File: config.mk
export PLATFORM = sky130hd
export DESIGN_NAME = iir_biquad_mc
export DESIGN_NICKNAME = d
export VERILOG_FILES = /design/src/rtl/iir_biquad_mc.sv
export SDC_FILE = /design/constraint.sdc
export NUM_CORES = 1
export LEC_CHECK = 0
export ABC_CLOCK_PERIOD_IN_PS = 18700
export BUFFER_PORTS_ARGS = -buffer_cell sky130_fd_sc_hd__clkbuf_2
export CAP_MARGIN = 0
export CORE_ASPECT_RATIO = 1.2
export CORE_MARGIN = 4
export CORE_UTILIZATION = 55
export DETAILED_ROUTE_END_ITERATION = 8
export PLACE_DENSITY = 0.71
export SYNTH_ARGS = -nofsm -noshare
export SYNTH_HDL_FRONTEND = slang
export SYNTH_SLANG_ARGS = --single-unit
File: constraint.sdc
create_clock -name clk -period 18.7 [get_ports clk]
set_clock_uncertainty 0.05 [all_clocks]
set_input_delay 1.87 -clock clk [delete_from_list [all_inputs] [get_ports clk]]
set_output_delay 1.87 -clock clk [all_outputs]
set_load 0.02 [all_outputs]
File: src/rtl/iir_biquad_mc.sv
// iir_biquad_mc
//   Time-multiplexed direct-form-I biquad IIR filter for NCH channels.
//   One signed multiplier is shared by the five taps of every channel.
//   Each accepted sample takes 5 multiply-accumulate cycles and 1 round/saturate cycle.
//   Every channel keeps its own coefficients and its own x/y history.
// Ports
//   clk, reset              clock; asynchronous active-high reset
//   cfg_we/ch/sel/data      coefficient write (sel 0=b0 1=b1 2=b2 3=a1 4=a2)
//   clr_state               clears all history and sat_sticky, and aborts an in-flight sample
//   in_valid/ready/ch/data  sample input handshake (in_ready is combinational)
//   out_valid/ch/data       one-cycle result pulse; out_ch/out_data hold their values between pulses
//   busy                    a sample is in flight
//   cfg_err                 one-cycle pulse after a coefficient write is dropped
//   sat_sticky              set when any output saturates
//
// state | meaning
// IDLE  | waiting for a sample or a coefficient write
// MAC   | one tap per cycle: b0*x, b1*x1, b2*x2, -a1*y1, -a2*y2
// RND   | round, saturate, write the output and update the history
module iir_biquad_mc #(
  parameter int DW   = 8,
  parameter int CW   = 16,
  parameter int FRAC = 14,
  parameter int NCH  = 4,
  parameter int CHW  = $clog2(NCH)
) (
  input  logic           clk,
  input  logic           reset,
  input  logic           cfg_we,
  input  logic [CHW-1:0] cfg_ch,
  input  logic [2:0]     cfg_sel,
  input  logic [CW-1:0]  cfg_data,
  input  logic           clr_state,
  input  logic           in_valid,
  output logic           in_ready,
  input  logic [CHW-1:0] in_ch,
  input  logic [DW-1:0]  in_data,
  output logic           out_valid,
  output logic [CHW-1:0] out_ch,
  output logic [DW-1:0]  out_data,
  output logic           busy,
  output logic           cfg_err,
  output logic           sat_sticky
);
  localparam int ACCW = DW + CW + 3;
  localparam int PW   = DW + CW;
  localparam logic signed [ACCW-1:0] HALF = ACCW'(2 ** (FRAC - 1));
  localparam logic signed [ACCW-1:0] SMAX = ACCW'(2 ** (DW - 1) - 1);
  localparam logic signed [ACCW-1:0] SMIN = -SMAX - ACCW'(1);

  typedef enum logic [1:0] {IDLE, MAC, RND} state_t;
  state_t state, state_nxt;

  logic signed [CW-1:0]   coef [NCH-1:0][0:4];
  logic signed [DW-1:0]   x1 [NCH-1:0];
  logic signed [DW-1:0]   x2 [NCH-1:0];
  logic signed [DW-1:0]   y1 [NCH-1:0];
  logic signed [DW-1:0]   y2 [NCH-1:0];

  logic [2:0]             tap;
  logic [CHW-1:0]         cur_ch;
  logic signed [DW-1:0]   cur_x;
  logic signed [ACCW-1:0] acc;

  logic                   accept;
  logic                   cfg_ok;
  logic signed [CW-1:0]   mul_c;
  logic signed [DW-1:0]   mul_d;
  logic signed [PW-1:0]   prod;
  logic signed [ACCW-1:0] prod_ext;
  logic signed [ACCW-1:0] acc_rnd;
  logic signed [ACCW-1:0] acc_sh;
  logic                   sat_hi;
  logic                   sat_lo;
  logic signed [DW-1:0]   y_sat;

  assign in_ready = (state == IDLE) && !cfg_we && !clr_state;
  assign accept   = in_valid && in_ready;
  assign busy     = (state != IDLE);
  assign cfg_ok   = cfg_we && (state == IDLE) && !clr_state && (cfg_sel <= 3'd4);

  always_ff @(posedge clk or posedge reset) begin
    if (reset) state <= IDLE;
    else       state <= state_nxt;
  end

  always_comb begin
    state_nxt = state;
    case (state)
      IDLE:    if (accept) state_nxt = MAC;
      MAC:     if (tap == 3'd4) state_nxt = RND;
      RND:     state_nxt = IDLE;
      default: state_nxt = IDLE;
    endcase
    if (clr_state) state_nxt = IDLE;
  end

  // Shared multiplier operand selection
  always_comb begin
    mul_c = '0;
    mul_d = '0;
    case (tap)
      3'd0: begin mul_c = coef[cur_ch][0]; mul_d = cur_x;      end
      3'd1: begin mul_c = coef[cur_ch][1]; mul_d = x1[cur_ch]; end
      3'd2: begin mul_c = coef[cur_ch][2]; mul_d = x2[cur_ch]; end
      3'd3: begin mul_c = coef[cur_ch][3]; mul_d = y1[cur_ch]; end
      3'd4: begin mul_c = coef[cur_ch][4]; mul_d = y2[cur_ch]; end
      default: ;
    endcase
  end

  assign prod     = mul_c * mul_d;
  assign prod_ext = ACCW'(prod);

  // Round half up, then arithmetic shift keeps the full width so the saturation compare sees every bit
  assign acc_rnd = acc + HALF;
  assign acc_sh  = acc_rnd >>> FRAC;
  assign sat_hi  = acc_sh > SMAX;
  assign sat_lo  = acc_sh < SMIN;
  assign y_sat   = sat_hi ? {1'b0, {(DW-1){1'b1}}} :
                   sat_lo ? {1'b1, {(DW-1){1'b0}}} : acc_sh[DW-1:0];

  always_ff @(posedge clk or posedge reset) begin
    if (reset) begin
      tap        <= '0;
      cur_ch     <= '0;
      cur_x      <= '0;
      acc        <= '0;
      out_valid  <= 1'b0;
      out_ch     <= '0;
      out_data   <= '0;
      cfg_err    <= 1'b0;
      sat_sticky <= 1'b0;
      for (int c = 0; c < NCH; c++) begin
        x1[c] <= '0;
        x2[c] <= '0;
        y1[c] <= '0;
        y2[c] <= '0;
        for (int t = 0; t < 5; t++) coef[c][t] <= '0;
      end
    end else begin
      out_valid <= 1'b0;
      cfg_err   <= cfg_we && !cfg_ok;
      if (cfg_ok) begin
        for (int t = 0; t < 5; t++)
          if (cfg_sel == 3'(t)) coef[cfg_ch][t] <= cfg_data;
      end
      if (clr_state) begin
        sat_sticky <= 1'b0;
        for (int c = 0; c < NCH; c++) begin
          x1[c] <= '0;
          x2[c] <= '0;
          y1[c] <= '0;
          y2[c] <= '0;
        end
      end else begin
        case (state)
          IDLE: if (accept) begin
            cur_ch <= in_ch;
            cur_x  <= in_data;
            acc    <= '0;
            tap    <= '0;
          end
          MAC: begin
            // Feedback taps are subtracted
            acc <= (tap < 3'd3) ? acc + prod_ext : acc - prod_ext;
            tap <= tap + 3'd1;
          end
          RND: begin
            out_valid  <= 1'b1;
            out_ch     <= cur_ch;
            out_data   <= y_sat;
            x2[cur_ch] <= x1[cur_ch];
            x1[cur_ch] <= cur_x;
            y2[cur_ch] <= y1[cur_ch];
            y1[cur_ch] <= y_sat;
            if (sat_hi || sat_lo) sat_sticky <= 1'b1;
          end
          default: ;
        endcase
      end
    end
  end
endmodule
==> summary.md, run 1 <==
| Metric | Value |
|---|---|
| Status | `finished, final reports clean` |
| NumNets Final | `2558` |
| First-pass GRT wire length | `113 mm` |
| Met3 usage | `0.0438` |
| Setup TNS | `0 ns` |
| Seq/Total Area, Yosys | `0.436` |
| Setup ws final | `7.87 ns` |
| DRT Wirelength | `70.7 mm` |
| Worst r2r path cells | `34` |
| DRC Markers | `0` |
| Inserted Diodes | `0` |
| Core footprint | `51700 um^2` |
| Setup crit start | `cur_ch[1]$_DFFE_PP0P_` |
| DR vias/cell | `6.21` |
| CTS resizes | `0` |
| Worst EP arrival | `11.29 ns` |
| Die span in x | `217 um` |
| PortBufs | `50` |
| EDFF count, synth | `0` |
| Worst-margin pin slew | `1.33 ns` |
| CTS tree | `done` |
| Final HPWL DP | `45.9 mm` |
| Average cell area after synthesis | `12.4 um^2` |
| Htree depth | `2` |
| Synth top cells by count | `503 x dfrtp_1, 339 x mux2_2, 167 x inv_1` |
| Grt peak-use layer | `met2` |
| Synth area leader | `dfrtp_1` |
| Post-CTS Setup Inserts | `0` |
| Max cap viols | `0` |
| Max FO, Critical Path | `58` |
| Drt first pass iters | `5` |
| Yosys reg bits | `503` |
| Library cells used by synthesis | `81` |
| R2r endpoint | `acc[26]$_DFFE_PP0P_` |
| Met2 Track Usage GR | `0.439` |
| CP required | `19.16 ns` |
| Hold Path Class | `reg -> reg` |
| Via count | `19100` |
| Min Tclk post-route | `10.83 ns` |
| Ys flop type | `dfrtp_1` |
| Share of post-route cells with drive strength above 1 | `0.294` |
| Final Hold Fails | `0` |
| Most numerous cell in the Yosys netlist | `dfrtp_1` |
| Iter 0 DRT Violations | `1216` |
| RSZ-0062 raised after global routing | `no` |
| Crit-path max cell delay | `0.85 ns` |
| Crit. End Element | `flop` |
| I/O pin total | `51` |
| P_leak | `14.9 nW` |
| Ys Warns | `0` |
| Period utilization | `0.579` |
| Cell at the slowest stage of the critical path | `a211oi_1` |
| Syn Inst Count | `2327` |
| Row Count | `91` |
| Fmax | `0.0923 GHz` |
| Gr usage total | `0.255` |
| Ys async rst share | `1.00` |
| # setup viols final | `0` |
| Relative slew slack | `0.110` |
| Startpoint Class | `flop` |
| Fill cells | `4068` |
| Clk buf depth | `3` |
| Initial core utilization | `0.559` |
| R2R Setup Slk | `7.87 ns` |
| Grt ovf | `0` |
| Clock sink count | `503` |
| Post-Syn Nets | `2545` |
| Synth-to-Final Area Change | `9.78%` |
| Placed cell count | `2982` |
| RR Startpoint | `cur_ch[1]$_DFFE_PP0P_` |
| Max Slew Vio Count | `0` |
| Non-Filler Instances | `3077` |
| Crit Path Class | `reg -> reg` |
| Vias in the first global route | `20200` |
| WL/cell | `23.0 um` |
| CTS buffer count | `53` |
| M1 GR Usage | `0.330` |
| Hold buffers post-CTS | `0` |
| Synth top area cells | `dfrtp_1 44%, mux2_2 13%, mux4_2 8.7%` |
| Die ar. | `56200 um^2` |
| Most frequent CP cell | `fa_1` |
| Non-Filler Cell Area, Final | `31700 um^2` |
| Setup WS pre-CTS | `7.98 ns` |
| Yosys top cell area share | `0.436` |
| Die Ht | `259 um` |
| Pwr Density | `161 nW/um^2` |
| GPL Wtd Cong | `0.852` |
| Largest net degree at the start of global routing | `145` |
| Hold Crit Depth | `2` |
| Reg clk slew, reported paths | `0.06 ns` |
| Synthesized area | `28900 um^2` |
| Clk_lat worst skew | `0.61 ns` |
| Crit path to | `acc[26]$_DFFE_PP0P_` |
| Initial antenna violation count | `0` |
| CTS Root Cell | `clkbuf_16` |
| Final ANT Viol Nets | `0` |
| Post-placement cell area | `29900 um^2` |
| Peak VDD IR | `0.115 mV` |
[cells by family (layout without fill, tap and decap cells)]
| family | after synthesis | count (layout) | synth area share |
|---|---|---|---|
| adders and majority gates | 183 | 183 | 0.107 |
| muxes | 451 | 451 | 0.220 |
| xor gates and xnor gates | 72 | 72 | 0.0221 |
| and+or+nand+nor | 399 | 399 | 0.0643 |
| buffers and inverters | 316 | 369 | 0.0434 |
| DFF | 503 | 503 | 0.436 |
| AOI/OAI and AO/OA | 403 | 403 | 0.108 |
[worst min-delay path by stage]
stage	startpoint	to	slack, ns
after global placement	y1[23]$_DFFE_PP0P_	y1[23]$_DFFE_PP0P_	0.41
after CTS	y1[23]$_DFFE_PP0P_	y1[23]$_DFFE_PP0P_	0.43
final	y1[23]$_DFFE_PP0P_	y1[23]$_DFFE_PP0P_	0.43
after global routing	coef[247]$_DFFE_PP0P_	coef[247]$_DFFE_PP0P_	0.46
after detailed placement	y1[23]$_DFFE_PP0P_	y1[23]$_DFFE_PP0P_	0.42
after floorplan	y1[31]$_DFFE_PP0P_	y1[31]$_DFFE_PP0P_	0.39
[cells in the final DEF, fill, tap and decap left out, types with 17 or more instances in the layout]
cell type    n
nand3_1     32
a21oi_1     47
nor2_1     129
xnor2_1     43
xor2_1      28
mux4_2     112
inv_1      166
a22o_1     143
a22oi_1     23
ha_1        77
o21ai_0     50
buf_4       54
a21o_1      22
fa_1       105
clkbuf_16   55
nor3_1      17
dfrtp_1    501
mux2_2     339
clkbuf_2    50
nand2_1    116
[layer usage]
| metal | part of all wire | routed length (um) |
|---|---|---|
| met1 | 0.40 | 28500 |
| met2 | 0.51 | 35800 |
| met3 | 0.058 | 4100 |
| met4 | 0.033 | 2330 |
| met5 | 0 | 0 |
[critical path: cells and delay by family (launching register included)]
kind	cells	cell delay (ns)
buf+inv	5	1.58
flops	1	0.64
xor+xnor	2	0.36
compound gates	14	3.79
simple gates	6	1.02
fa+ha+maj	6	2.81
mux	1	0.41
[registers in the layout (all words and copies together) (netlist names), 3 cells and up]
register	cells
acc	27
coef	320
cur_x	8
out_data	8
tap	3
x1	32
x2	32
y1	32
y2	32
[per-stage QoR]
stage                     power (mW)   util  hold slack (ns)
after floorplan                 3.50      -            0.393
after global placement          3.98  0.579            0.410
after detailed placement        4.06  0.579            0.417
after CTS                       5.13  0.613            0.431
after global routing            5.50  0.613            0.459
final                           5.11  0.613            0.429
[where the power goes]
group	internal, mW	switching [mW]	leakage (nW)
sequential	1.21	0.0899	6.79
clock	0.616	0.437	0.866
combinational	1.17	1.58	7.28
total	3.00	2.11	14.9
[layout make-up]
class / count / area (um^2) / share of cell area
inverters: 169 / 642 / 0.0203
multi-input cells: 1508 / 15200 / 0.478
clock inverters: 11 / 115 / 0.00363
clock buffers: 84 / 1650 / 0.0519
flip-flops and latches: 503 / 12600 / 0.397
repair buffers: 105 / 676 / 0.0213
well taps: 697 / 872 / 0.0275
(Power assumes the default switching activity.)
==> run 2: changes to the inputs <==
Settings changed: ABC_CLOCK_PERIOD_IN_PS 18700 to 10650.
Clock period 18.7 ns to 10.65 ns, I/O delays scaled along.
==> run 2 against run 1 <==
- die area is the same
- critical endpoint unchanged
- largest power group unchanged
- utilization is 0.092 points lower
- critical path depth decreased by 2
- combinational power grew 74%
- sequential share of layout area up 0.060 points
- highest routed layer is now met5
- routed wire length down 2.0%
==> summary.md, run 2 (synthesized netlist as in run 1, its figures left out) <==
| Metric | Value |
|---|---|
| Crit-path max cell delay | `1.05 ns (+0.20 ns)` |
| Pwr Density | `281 nW/um^2 (+74%)` |
| Clk buf depth | `3 (unchanged)` |
| Largest net degree at the start of global routing | `189 (+30%)` |
| Share of post-route cells with drive strength above 1 | `0.293 (-0.00107)` |
| Commonest non-fill, non-tap cell in the layout | `dfrtp_1` |
| DRC Markers | `0 (unchanged)` |
| Vias in the first global route | `20400 (+0.98%)` |
| Max FO, Critical Path | `59 (+1.7%)` |
| Clock sink count | `503 (unchanged)` |
| P_leak | `14.9 nW (-0.28%)` |
| CTS Root Cell | `clkbuf_16` |
| Final ANT Viol Nets | `0 (unchanged)` |
| Startpoint Class | `flop` |
| Initial core utilization | `0.559 (unchanged)` |
| Gr usage total | `0.251 (-0.00332)` |
| DRT Wirelength | `69.3 mm (-2.0%)` |
| Worst EP arrival | `10.34 ns (-0.95 ns)` |
| DR vias/cell | `6.19 (-0.35%)` |
| Status | `finished, final reports clean` |
| Setup WS pre-CTS | `0.900 ns (-7.08 ns)` |
| I/O pin total | `51 (unchanged)` |
| Relative slew slack | `0.168 (+0.0580)` |
| PortBufs | `50 (unchanged)` |
| Crit. End Element | `flop` |
| Peak VDD IR | `0.203 mV (+76%)` |
| CP required | `11.13 ns (-8.03 ns)` |
| Clk_lat worst skew | `0.61 ns (about the same)` |
| Hold Path Class | `in -> async` |
| Post-CTS Setup Inserts | `0 (unchanged)` |
| Initial antenna violation count | `1 (+1)` |
| Synth-to-Final Area Change | `9.61%` |
| Max reg flops | `320 (unchanged)` |
| CTS buffer count | `52 (-1.9%)` |
| Hold buffers post-CTS | `0 (unchanged)` |
| Die Ht | `259 um (unchanged)` |
| Die ar. | `56200 um^2 (unchanged)` |
| Htree depth | `2 (unchanged)` |
| Setup ws final | `0.795 ns (-7.07 ns)` |
| Max cap viols | `0 (unchanged)` |
| Iter 0 DRT Violations | `1289 (+6.0%)` |
| Final Hold Fails | `0 (unchanged)` |
| # setup viols final | `0 (unchanged)` |
| Cell at the slowest stage of the critical path | `dfrtp_4` |
| Core footprint | `51700 um^2 (unchanged)` |
| Fmax | `0.101 GHz (+9.9%)` |
| Most frequent cells in the layout | `501 x dfrtp_1, 339 x mux2_2, 166 x inv_1` |
| CTS tree | `done` |
| Row Count | `91 (unchanged)` |
| WL/cell | `22.6 um (-1.9%)` |
| Drt first pass iters | `6 (+1)` |
| RSZ-0062 raised after global routing | `no` |
| NumNets Final | `2556 (-0.078%)` |
| Via count | `19000 (-0.51%)` |
| Inserted Diodes | `0 (unchanged)` |
| CTS resizes | `0 (unchanged)` |
| Grt ovf | `0 (unchanged)` |
| Max Slew Vio Count | `0 (unchanged)` |
| Die span in x | `217 um (unchanged)` |
| Setup TNS | `0 ns (unchanged)` |
| Reg clk slew, reported paths | `0.06 ns (about the same)` |
| First-pass GRT wire length | `113 mm (-0.53%)` |
| Period utilization | `0.925 (+0.346)` |
| Fill cells | `4082 (+0.34%)` |
| GPL Wtd Cong | `0.883 (+3.6%)` |
| Crit Path Class | `reg -> reg` |
| Worst-margin pin slew | `1.24 ns (-0.0872 ns)` |
| Final HPWL DP | `46.0 mm (+0.27%)` |
| Top reg by flops | `coef` |
| Min Tclk post-route | `9.86 ns (-0.977 ns)` |
run 2: critical path, delay by kind of cell (launching register included):
kind | cells | cell delay (ns)
adders and majority gates | 6 | 2.61
muxes | 1 | 0.36
DFF | 1 | 1.05
buffers and inverters | 4 | 0.52
AOI/OAI and AO/OA | 15 | 3.93
and+or+nand+nor | 4 | 0.84
xor gates and xnor gates | 2 | 0.36
run 2: report_power, final:
part | leakage [nW] | switching (mW) | total (mW) | internal (mW)
sequential | 6.79 | 0.182 | 2.30 | 2.12
clock | 0.819 | 0.771 | 1.79 | 1.02
combinational | 7.28 | 2.74 | 4.80 | 2.06
run 2: area by class of cell:
type	count	area, um^2	area share
clock buffer	75	1520	0.0480
clock inverter	16	160	0.00506
inverter	169	638	0.0202
multi-input combinational	1508	15100	0.479
sequential	503	12600	0.398
tap	697	872	0.0276
timing repair buffer	104	718	0.0227
run 2: stage by stage:
stage / utilization / hold slack (ns) / std cells / total power [mW] / cell area [um^2]
after floorplan: - / 0.393 / 2327 / 6.15 / 28900
after global routing: 0.612 / 0.385 / 3072 / 9.62 / 31600
after CTS: 0.612 / 0.350 / 3072 / 8.92 / 31600
after global placement: 0.580 / 0.411 / 2981 / 6.96 / 30000
final: 0.612 / 0.367 / 3072 / 8.89 / 31600
after detailed placement: 0.580 / 0.420 / 2981 / 7.11 / 30000
run 2: per-layer routing:
metal | wire length (um) | global-route usage
met1 | 28700 | 0.335
met4 | 2590 | 0.0903
met5 | 13 | 0
met3 | 4030 | 0.0460
met2 | 34000 | 0.417
run 2: final timing paths:
path                                        from                     to  slack, ns  depth (start not counted)
max in group asynchronous                  reset  coef[260]$_DFFE_PP0P_       7.85                          4
max                        cur_ch[1]$_DFFE_PP0P_    acc[26]$_DFFE_PP0P_       0.79                         32
max reg2reg                cur_ch[1]$_DFFE_PP0P_    acc[26]$_DFFE_PP0P_       0.79                         32
min reg2reg                    y1[7]$_DFFE_PP0P_      y1[7]$_DFFE_PP0P_       0.42                          2
min in group clk               y1[7]$_DFFE_PP0P_      y1[7]$_DFFE_PP0P_       0.42                          2
min                                        reset  coef[171]$_DFFE_PP0P_       0.37                          2
==> run 3: changes to the inputs <==
Settings changed: REMOVE_ABC_BUFFERS from default to 1.
==> run 3 against run 2 <==
- fmax rose by 2.4%
- non-clock buffer count grew 5
- critical endpoint unchanged
- global-route usage hardly changed
- highest routed layer is now met4
- worst setup slack improved by 0.23 ns
==> summary.md, run 3 (synthesized netlist as in run 1, its figures left out) <==
| Metric | Value |
|---|---|
| Hold worst-path end | `y1[31]$_DFFE_PP0P_` |
| Crit-path max cell delay | `1.05 ns (about the same)` |
| Gr usage total | `0.251 (about the same)` |
| NumNets Final | `2561 (+0.20%)` |
| Most frequent CP cell | `fa_1` |
| Top reg by flops | `coef` |
| Share of post-route cells with drive strength above 1 | `0.298 (+0.00506)` |
| Iter 0 DRT Violations | `1224 (-5.0%)` |
| DR vias/cell | `6.17 (-0.19%)` |
| Largest net degree at the start of global routing | `196 (+3.7%)` |
| Period utilization | `0.904 (-0.0218)` |
| # setup viols final | `0 (unchanged)` |
| Core footprint | `51700 um^2 (unchanged)` |
| Layout Utilization | `0.615 (+0.00305)` |
| Relative slew slack | `0.272 (+0.104)` |
| PortBufs | `50 (unchanged)` |
| Worst EP arrival | `10.09 ns (-0.25 ns)` |
| Min Tclk post-route | `9.62 ns (-0.232 ns)` |
| Initial core utilization | `0.559 (unchanged)` |
| First-pass GRT wire length | `112 mm (-0.16%)` |
| I/O pin total | `51 (unchanged)` |
| Pwr Density | `284 nW/um^2 (+1.0%)` |
| Cell at the slowest stage of the critical path | `dfrtp_4` |
| Status | `finished, final reports clean` |
| CTS Root Cell | `clkbuf_16` |
| Vias in the first global route | `20300 (-0.62%)` |
| GPL Wtd Cong | `0.923 (+4.6%)` |
| Tot Pwr | `9.02 mW (+1.5%)` |
| CTS resizes | `0 (unchanged)` |
| DRC Markers | `0 (unchanged)` |
| Max FO, Critical Path | `62 (+5.1%)` |
| Max cap viols | `0 (unchanged)` |
| Startpoint Class | `flop` |
| Clk_lat worst skew | `0.60 ns (about the same)` |
| Worst r2r path cells | `33 (+3.1%)` |
| Initial antenna violation count | `1 (unchanged)` |
| Hold Path Class | `reg -> reg` |
| Clock sink count | `503 (unchanged)` |
| Crit Path Class | `reg -> reg` |
| Htree depth | `2 (unchanged)` |
| Max reg flops | `320 (unchanged)` |
| CP required | `11.12 ns (about the same)` |
| Setup ws final | `1.03 ns (+0.232 ns)` |
| DRT Wirelength | `69.6 mm (+0.39%)` |
| Via count | `19000 (+0.16%)` |
| Crit. End Element | `flop` |
| R2R Setup Slk | `1.03 ns (+0.23 ns)` |
| Die Ht | `259 um (unchanged)` |
| Final ANT Viol Nets | `0 (unchanged)` |
| Final Hold Fails | `0 (unchanged)` |
| Hold buffers post-CTS | `0 (unchanged)` |
| Reg clk slew, reported paths | `0.06 ns (about the same)` |
| Post-CTS Setup Inserts | `0 (unchanged)` |
| Clk buf depth | `3 (unchanged)` |
| CTS buffer count | `52 (unchanged)` |
| CTS tree | `done` |
| RSZ-0062 raised after global routing | `no` |
| Setup WS pre-CTS | `1.09 ns (+0.191 ns)` |
| Final HPWL DP | `46.9 mm (+1.9%)` |
| Grt ovf | `0 (unchanged)` |
| Worst-margin pin slew | `1.08 ns (-0.165 ns)` |
| Most frequent cells in the layout | `501 x dfrtp_1, 339 x mux2_2, 166 x inv_1` |
| P_leak | `15.0 nW (+0.54%)` |
| RR Startpoint | `cur_ch[1]$_DFFE_PP0P_` |
| Hold Crit Depth | `2` |
| Peak VDD IR | `0.185 mV (-8.8%)` |
| Die span in x | `217 um (unchanged)` |
| Synth-to-Final Area Change | `10.2%` |
| Commonest non-fill, non-tap cell in the layout | `dfrtp_1` |
| Max Slew Vio Count | `0 (unchanged)` |
| Fmax | `0.104 GHz (+2.4%)` |
| Row Count | `91 (unchanged)` |
| Die ar. | `56200 um^2 (unchanged)` |
| R2r endpoint | `acc[26]$_DFFE_PP0P_` |
| WL/cell | `22.6 um (about the same)` |
| Drt first pass iters | `5 (-1)` |
| Min-delay src | `y1[31]$_DFFE_PP0P_` |
## run 3: changes by cell type in the layout (fill, tap and decap cells not counted), sizes merged
| cell | previous run | this run |
|---|---|---|
| clkbuf | 125 | 122 |
| clkinvlp | 4 | 5 |
| inv | 170 | 169 |
| bufinv | 1 | 6 |
| diode | 0 | 1 |
| clkinv | 10 | 13 |
| buf | 54 | 59 |
## run 3: critical path: cells and delay by family (launching register included)
family	cells	cell delay (ns)
buffers and inverters	5	0.91
multiplexers	1	0.36
AND/OR/NAND/NOR	4	0.57
AO/OA/AOI/OAI	15	3.37
flip-flops	1	1.05
XOR/XNOR	2	0.36
adder cells (fa/ha/maj)	6	2.77
## run 3: worst max-delay path by stage
| stage | from | endpoint | slack [ns] | cells after the start |
|---|---|---|---|---|
| finish | cur_ch[1]$_DFFE_PP0P_ | acc[26]$_DFFE_PP0P_ | 1.03 | 33 |
| global route | cur_ch[0]$_DFFE_PP0P_ | acc[26]$_DFFE_PP0P_ | 0.24 | 34 |
| CTS | cur_ch[0]$_DFFE_PP0P_ | acc[26]$_DFFE_PP0P_ | 1.05 | 34 |
| detailed placement | cur_ch[0]$_DFFE_PP0P_ | acc[26]$_DFFE_PP0P_ | 1.09 | 33 |
| global placement | cur_ch[0]$_DFFE_PP0P_ | acc[26]$_DFFE_PP0P_ | 1.30 | 33 |
| floorplan | reset | acc[0]$_DFFE_PP0P_ | -4.51 | 1 |
## run 3: area by class of cell
cell class	count	area (um^2)
Fill cell	4025	19900
Multi-Input combinational cell	1508	15200
Sequential cell	503	12600
Clock buffer	72	1490
Tap cell	697	872
Timing Repair Buffer	109	743
Inverter	169	642
Clock inverter	24	312
Antenna cell	1	2.50
## run 3: per-stage QoR
stage          hold WS (ns)  TNS (ns)  cells  area, um^2
2_1_floorplan         0.393  -2291.59   2180       28300
3_3_place_gp          0.412         0   2986       30000
3_5_place_dp          0.419         0   2986       30000
4_1_cts               0.438         0   3082       31800
5_1_grt               0.457         0   3083       31800
6_report              0.443         0   3083       31800
## run 3: metal layers
layer | vias to the layer above | wire length [um] | global-route usage
met4 | 0 | 2420 | 0.0878
met3 | 142 | 3710 | 0.0432
li1 | 8387 | - | -
met1 | 9959 | 28700 | 0.332
met2 | 547 | 34700 | 0.423
met5 | - | 0 | 0
## run 3: where the power goes
part           switching (mW)  internal [mW]  total (mW)
Clock                   0.781           1.12        1.91
Combinational            2.76           2.07        4.82
Sequential              0.177           2.12        2.29
